===== src/rtl/alu_core_if.sv =====
// Operand/result bundle between the decode stage and the ALU execute unit.
// The master side supplies the operation and operands and observes the result;
// the slave side (the ALU) consumes the operation and drives the result.
interface alu_core_if #(
    parameter int WIDTH = 32
);
    logic [3:0]       opsel;
    logic [WIDTH-1:0] A;
    logic [WIDTH-1:0] B;
    logic [WIDTH-1:0] out;

    modport master (
        output opsel,
        output A,
        output B,
        input  out
    );

    modport slave (
        input  opsel,
        input  A,
        input  B,
        output out
    );
endinterface


===== src/rtl/alu_core.sv =====
// Registered 32-bit execute-unit ALU: add, subtract, six bitwise logic ops and
// MVHI (load upper half). The result appears one clock after the operands and
// holds between updates. WIDTH must be even because MVHI splits the word into
// two equal halves. Unused opsel codes clear the result.
module alu_core #(
    parameter int WIDTH = 32
) (
    input  logic       clk,
    input  logic       reset_n,
    alu_core_if.slave  bus
);
    localparam int HALF = WIDTH / 2;

    localparam logic [3:0] OP_ADD  = 4'd0;
    localparam logic [3:0] OP_SUB  = 4'd1;
    localparam logic [3:0] OP_AND  = 4'd2;
    localparam logic [3:0] OP_OR   = 4'd3;
    localparam logic [3:0] OP_XOR  = 4'd4;
    localparam logic [3:0] OP_NAND = 4'd5;
    localparam logic [3:0] OP_NOR  = 4'd6;
    localparam logic [3:0] OP_XNOR = 4'd7;
    localparam logic [3:0] OP_MVHI = 4'd8;

    logic [WIDTH-1:0] out_d;
    logic [WIDTH-1:0] out_q;

    // Next result: pick the selected operation; MVHI keeps the current low half.
    always_comb begin
        out_d = '0;
        case (bus.opsel)
            OP_ADD:  out_d = bus.A + bus.B;
            OP_SUB:  out_d = bus.A - bus.B;
            OP_AND:  out_d = bus.A & bus.B;
            OP_OR:   out_d = bus.A | bus.B;
            OP_XOR:  out_d = bus.A ^ bus.B;
            OP_NAND: out_d = ~(bus.A & bus.B);
            OP_NOR:  out_d = ~(bus.A | bus.B);
            OP_XNOR: out_d = ~(bus.A ^ bus.B);
            OP_MVHI: out_d = {bus.B[HALF-1:0], out_q[HALF-1:0]};
            default: out_d = '0;
        endcase
    end

    // Result register with synchronous active-low clear that wins over any op.
    always_ff @(posedge clk) begin
        if (!reset_n) begin
            out_q <= '0;
        end else begin
            out_q <= out_d;
        end
    end

    assign bus.out = out_q;
endmodule


===== src/flat_wrapper.sv =====
// flat-port wrapper written by rule: the top's interface ports become plain ports
module alu_core_flat 
#(
    parameter int WIDTH = 32
)
  (clk, reset_n, bus_opsel, bus_A, bus_B, bus_out);
  alu_core_if #(.WIDTH(WIDTH)) bus_i ();
  input  logic clk;
  input  logic reset_n;
  input wire logic [$bits(bus_i.opsel)-1:0] bus_opsel;
  input wire logic [$bits(bus_i.A)-1:0] bus_A;
  input wire logic [$bits(bus_i.B)-1:0] bus_B;
  output wire logic [$bits(bus_i.out)-1:0] bus_out;
  assign bus_i.opsel = bus_opsel;
  assign bus_i.A = bus_A;
  assign bus_i.B = bus_B;
  assign bus_out = bus_i.out;
  alu_core #(.WIDTH(WIDTH)) u_core (.clk(clk), .reset_n(reset_n), .bus(bus_i));
endmodule

===== config.mk =====
export PLATFORM = sky130hd
export DESIGN_NAME = alu_core_flat
export DESIGN_NICKNAME = d
export VERILOG_FILES = /design/src/rtl/alu_core_if.sv /design/src/rtl/alu_core.sv /design/src/flat_wrapper.sv
export SDC_FILE = /design/constraint.sdc
export NUM_CORES = 1
export LEC_CHECK = 0
export ABC_AREA = 1
export CELL_PAD_IN_SITES_DETAIL_PLACEMENT = 1
export CELL_PAD_IN_SITES_GLOBAL_PLACEMENT = 1
export CORE_ASPECT_RATIO = 0.6
export CORE_UTILIZATION = 30
export CTS_CLUSTER_DIAMETER = 100
export DETAILED_ROUTE_END_ITERATION = 10
export HOLD_SLACK_MARGIN = 0.1
export PLACE_DENSITY_LB_ADDON = 0.25
export SLEW_MARGIN = 20
export SYNTH_ARGS = -nofsm -noshare
export SYNTH_HDL_FRONTEND = slang
export SYNTH_SLANG_ARGS = --single-unit

===== constraint.sdc =====
create_clock -name clk -period 8.05 [get_ports clk]
set_input_delay 1.2075 -clock clk [delete_from_list [all_inputs] [get_ports clk]]
set_output_delay 1.2075 -clock clk [all_outputs]
set_load 0.03 [all_outputs]

# Yosys cells after proc, flatten, opt, wreduce, memory -nomap -nowiden
# Index checks and enable logic that the tools add are counted.
[word_totals] ff_bits=32 latchBits=0 mem_bits_rw=0 rom_bits=0 inputBits=70 out_inout_bits=32 elab_cells=20 mem_count=0
[op_classes] add_sub_neg=2 n_mul=0 div=0 n_lt_le_gt_ge=0 n_eq_ne=8 shift=0 mux=1 n_bitwise=6 n_reduce_logical=1
[op_table] op="$pmux W32 S9" count=1
[op_table] op="$not A32 Y32" count=3
[op_table] op="$add A32 B32 Y32" count=1
[op_table] op="$and A32 B32 Y32" count=1
[op_table] op="$or A32 B32 Y32" count=1
[op_table] op="$sub A32 B32 Y32" count=1
[op_table] op="$xor A32 B32 Y32" count=1
[op_table] op="$eq A4 B3 Y1 const B" count=4
[op_table] op="$eq A4 B2 Y1 const B" count=2
[op_table] op="$eq A4 B1 Y1 const B" count=1
[op_table] op="$eq A4 B4 Y1 const B" count=1
[op_table] op="$logic_not A4 Y1" count=1

# Logic depth before layout (Yosys ltp)
[logic_depth] ltp_word=3 mapped_depth=24 ltp_nobuf=24

# Worst setup path after synthesis
# Ideal clock, no wire load.
[synth_timing] path_kind="in2reg" startpoint="input bus_B[1]" endpoint="register u_core.out_q[31], in the netlist u_core.bus.out[31]" setup_ns=0.132 arrival_ns=3.414 setup_slack_ns=4.504 stages=22 n_path_buf=0 path_cell_list="inv_1 > ha_1 > nand3_2 > nor2_2 > nand2_2 > nor2_4 > a21oi_2 > a21oi_2 > nand2_1 > xor2_1 > ha_1 > nand2_1 > nor2_1 > nand2_1 > inv_1 > nand2_1 > nand2_1 > inv_1 > nand2_1 > nand2_1 > nand3_1 > a21oi_1"
[synth_between] elab_chain_len=2 word_cells_on_any_way=3
[synth_rtl] element="from (decl)" line_no="flat_wrapper.sv:12" rtl="input wire logic [$bits(bus_i.B)-1:0] bus_B;"
[synth_rtl] element="$sub A32 B32 Y32 or $add A32 B32 Y32 (tied branches)" line_no="alu_core.sv:32, alu_core.sv:31"
[synth_rtl] element="$pmux W32 S9 (*)" line_no="alu_core.sv:30" rtl="case (bus.opsel)"
[synth_rtl] element="to (signal assigned)" line_no="alu_core.sv:49" rtl="out_q <= out_d;"
[synth_rtl] element="to (decl)" line_no="alu_core.sv:25" rtl="logic [WIDTH-1:0] out_q;"
# Mark *: on every way between the ends. The rest lies on a longest branch, timed or not.
# A chain may end at the register's enable or synchronous reset.

# Worst setup path in the final report
[layout_timing] startpoint="input bus_opsel[0]" endpoint="register u_core.out_q[27], in the netlist u_core.bus.out[27]"
[layout_between] elab_chain_len=2 word_cells_on_any_way=10
[layout_rtl] element="from (decl)" line_no="flat_wrapper.sv:10" rtl="input wire logic [$bits(bus_i.opsel)-1:0] bus_opsel;"
[layout_rtl] element="$eq A4 B4 Y1 (tied with other cells)" line_no="alu_core.sv:30"
[layout_rtl] element="$pmux W32 S9 (*)" line_no="alu_core.sv:30"
# Marked as above.

==> results.yml <==
run_status:
  status: "finished, final reports clean"
die:
  io_pins: 102
  chipWidth_um: 192
  dieArea_mm2: 0.0223
  die_y_um: 116
  core_area_mm2: 0.0211
  start_util: 0.308
  placementRows: 41
yosys:
  post_synth.cell_area_avg_um2: 5.78
  syn_nets: 1293
  synthesis.area_mm2: 0.00651
  netlist.area_leader.share: 0.195
  synthTopCellsByArea: "nand2_1 19%, ha_1 18%, inv_1 11%"
  synth_largest_area_cell: "nand2_1"
  ys_seq_area_frac: 0.0984
  ys_warn_count: 0
  syn_inst: 1126
  ys_types: 50
  yosys_register_bits: 32
clock_tree:
  clock-root-buffer: "clkbuf_16"
  cts_max_level: 2
  clock_sinks: 32
  clk_pin_slew_ps: 60
  holdBufCountCts: 0
  clock_latency_ps: 310
  cts_setup_buffers: 0
  clk_path_buf_depth: 2
  numCtsBuffers: 5
  cts-resized-gates: 0
  cts_tree: "done"
worst_setup_path:
  r2r_start: "u_core.bus.out[3]"
  r2r_end: "u_core.bus.out[3]"
  start_kind: "primary input"
  cp-end-kind: "flop"
  criticalPathCategory: "in2reg"
  critical_path_arrival_ps: 5000
  rrSetupSlack_ps: 7280
  worst-path-max-fanout: 24
  required_ps: 8250
  r2r_cells: 2
final_layout:
  antenna_cells: 0
  fin_nets: 1380
  multi_input_area_mm2: 0.00498
  drive_above_1_share: 0.0511
  seqCellArea_um2: 641
  largest_reg_flops: 32
  layout-area-overhead-vs-synth_pct: 21.8
  fillers: 2896
placement:
  pre_cts_ws_ps: 3070
  numPortBuffers: 101
  dp_hpwl_um: 24500
  place.gp.congestion: 0.965
min_path:
  holdPathEnd: "u_core.bus.out[4]"
  min_from: "u_core.bus.out[4]"
  hold_depth: 2
  min_path_type: "reg2reg"
global_route:
  grt_pass1_vias: 7537
  grt_max_degree: 33
  grt_overflow: 0
  grt_use_total: 0.278
  grt_pass1_wl_um: 45300
  antenna_found_initial: 0
timing:
  hold_viol: 0
  fmax_mhz: 209
  slew_headroom: 0.297
  fin_skew_ps: 0
  setup_tns_ps: 0
  maxSlewViolCount: 0
  fin_crit_sh: 0.595
  hold-worst-slack_ps: 508
  worst_pin_slew_ps: 1050
  setup_viol: 0
  fin_crit_ps: 4790
  rsz0062_at_grt: "no"
  layout_setup_ws_ps: 3260
routing:
  drcViolationCount: 0
  drt_iter0_markers: 565
  ant_nets: 0
  routedWlPerCell_um: 20.3
  firstDrtPassIters: 5
  drt-total-wl_um: 30200
  via_count: 7700
  viasPerCell: 5.16
pwr:
  leakage_uw: 0.00413
  pwr_density_cell_mw_per_mm2: 113
  ir_drop_mv: 0.0699
job:
  maxCapViolCount: 0
## cells in the final DEF, fill, tap and decap left out, drive strengths merged, types with 2 or more instances in the layout
| master | instances |
|---|---|
| a211oi | 4 |
| a21o | 2 |
| a21oi | 54 |
| a221oi | 3 |
| a22o | 5 |
| a31oi | 2 |
| and2 | 2 |
| buf | 3 |
| clkbuf | 5 |
| clkdlybuf4s50 | 101 |
| clkinv | 2 |
| dfxtp | 32 |
| ha | 96 |
| inv | 201 |
| nand2 | 351 |
| nand3 | 65 |
| nand3b | 9 |
| nand4 | 10 |
| nor2 | 108 |
| nor3 | 27 |
| nor4 | 2 |
| o2111ai | 14 |
| o211ai | 2 |
| o21a | 2 |
| o21ai | 29 |
| o21bai | 4 |
| o22ai | 26 |
| o31ai | 4 |
| or2 | 10 |
| xor2 | 30 |
## metrics by stage
step / power, uW / instances / cell area [um^2] / utilization
after floorplan: 463 / 1126 / 6510 / -
after global placement: 644 / 1485 / 7760 / 0.367
after detailed placement: 651 / 1485 / 7760 / 0.367
after CTS: 898 / 1493 / 7930 / 0.375
after global routing: 954 / 1493 / 7930 / 0.375
final: 899 / 1493 / 7930 / 0.375
## report_power, final
part	total [uW]	internal [uW]	leakage, uW	switching [uW]
logic	481	168	0.00378	313
clock network	239	146	0.0000798	93.2
registers	179	172	0.000263	7.00
total	899	486	0.00413	413
## area by class of cell
| cell class | instances | share of cell area |
|---|---|---|
| Timing Repair Buffer | 104 | 0.130 |
| Clock inverter | 3 | 0.00537 |
| Clock buffer | 5 | 0.0158 |
| Sequential cell | 32 | 0.0808 |
| Inverter | 202 | 0.0960 |
| Multi-Input combinational cell | 868 | 0.628 |
| Tap cell | 279 | 0.0440 |
## synthesized netlist by cell type (all sizes together)
cell type / n
a211oi: 4
o2111a: 1
a22o: 5
o22ai: 26
a21o: 2
clkinv: 1
clkbuf: 3
nor4: 2
a221oi: 3
or2: 10
nor3b: 1
o21bai: 4
a21oi: 54
a41oi: 1
o211ai: 2
buf: 21
ha: 96
nand4: 10
xor2: 30
inv: 201
fa: 1
nand3b: 9
nor3: 27
nor2: 108
o21ai: 29
a31oi: 2
o221ai: 1
o31ai: 4
o21a: 2
nand3: 65
dfxtp: 32
nor4b: 1
nand2: 351
and2: 2
o2111ai: 14
a32oi: 1
## cell families (layout without fill, tap and decap cells)
logic type | count (synthesis) | count (layout) | share of synthesized area
DFF | 32 | 32 | 0.0984
xor gates and xnor gates | 30 | 30 | 0.0404
AOI/OAI and AO/OA | 155 | 155 | 0.149
and+or+nand+nor | 586 | 586 | 0.386
adders and majority gates | 97 | 97 | 0.188
buffers and inverters | 226 | 314 | 0.138
## worst max-delay path by stage
stage,slack (ps),cells after the start,to,start
6_report,3260,18,u_core.bus.out[27],bus_opsel[0]
5_1_grt,2940,18,u_core.bus.out[27],bus_opsel[0]
4_1_cts,3390,18,u_core.bus.out[27],bus_opsel[0]
3_5_place_dp,3070,18,u_core.bus.out[27],bus_opsel[0]
3_3_place_gp,3080,18,u_core.bus.out[27],bus_opsel[0]
2_1_floorplan,4500,22,u_core.bus.out[31],bus_B[1]
## metal layers
layer	GRT usage	share of wire	vias to the layer above
li1	-	-	3782
met1	0.422	0.52	3632
met2	0.381	0.37	268
met3	0.0781	0.092	18
met4	0.0530	0.012	0
met5	0	0	-
## critical path, stage by stage
cell and delay [ps]:
clkdlybuf4s50_1 550, inv_1 60, nor2_1 180, nand2_2 380, inv_2 330, a21oi_2 80
a21oi_2 240, nand2_1 180, xor2_1 180, ha_1 360, a21oi_1 300, nand2_1 180
o21bai_1 190, nor2_1 160, nand2_1 80, nand2_1 60, nand3_1 110, a21oi_1 170
Note: power is estimated with default switching activity, not from simulation.
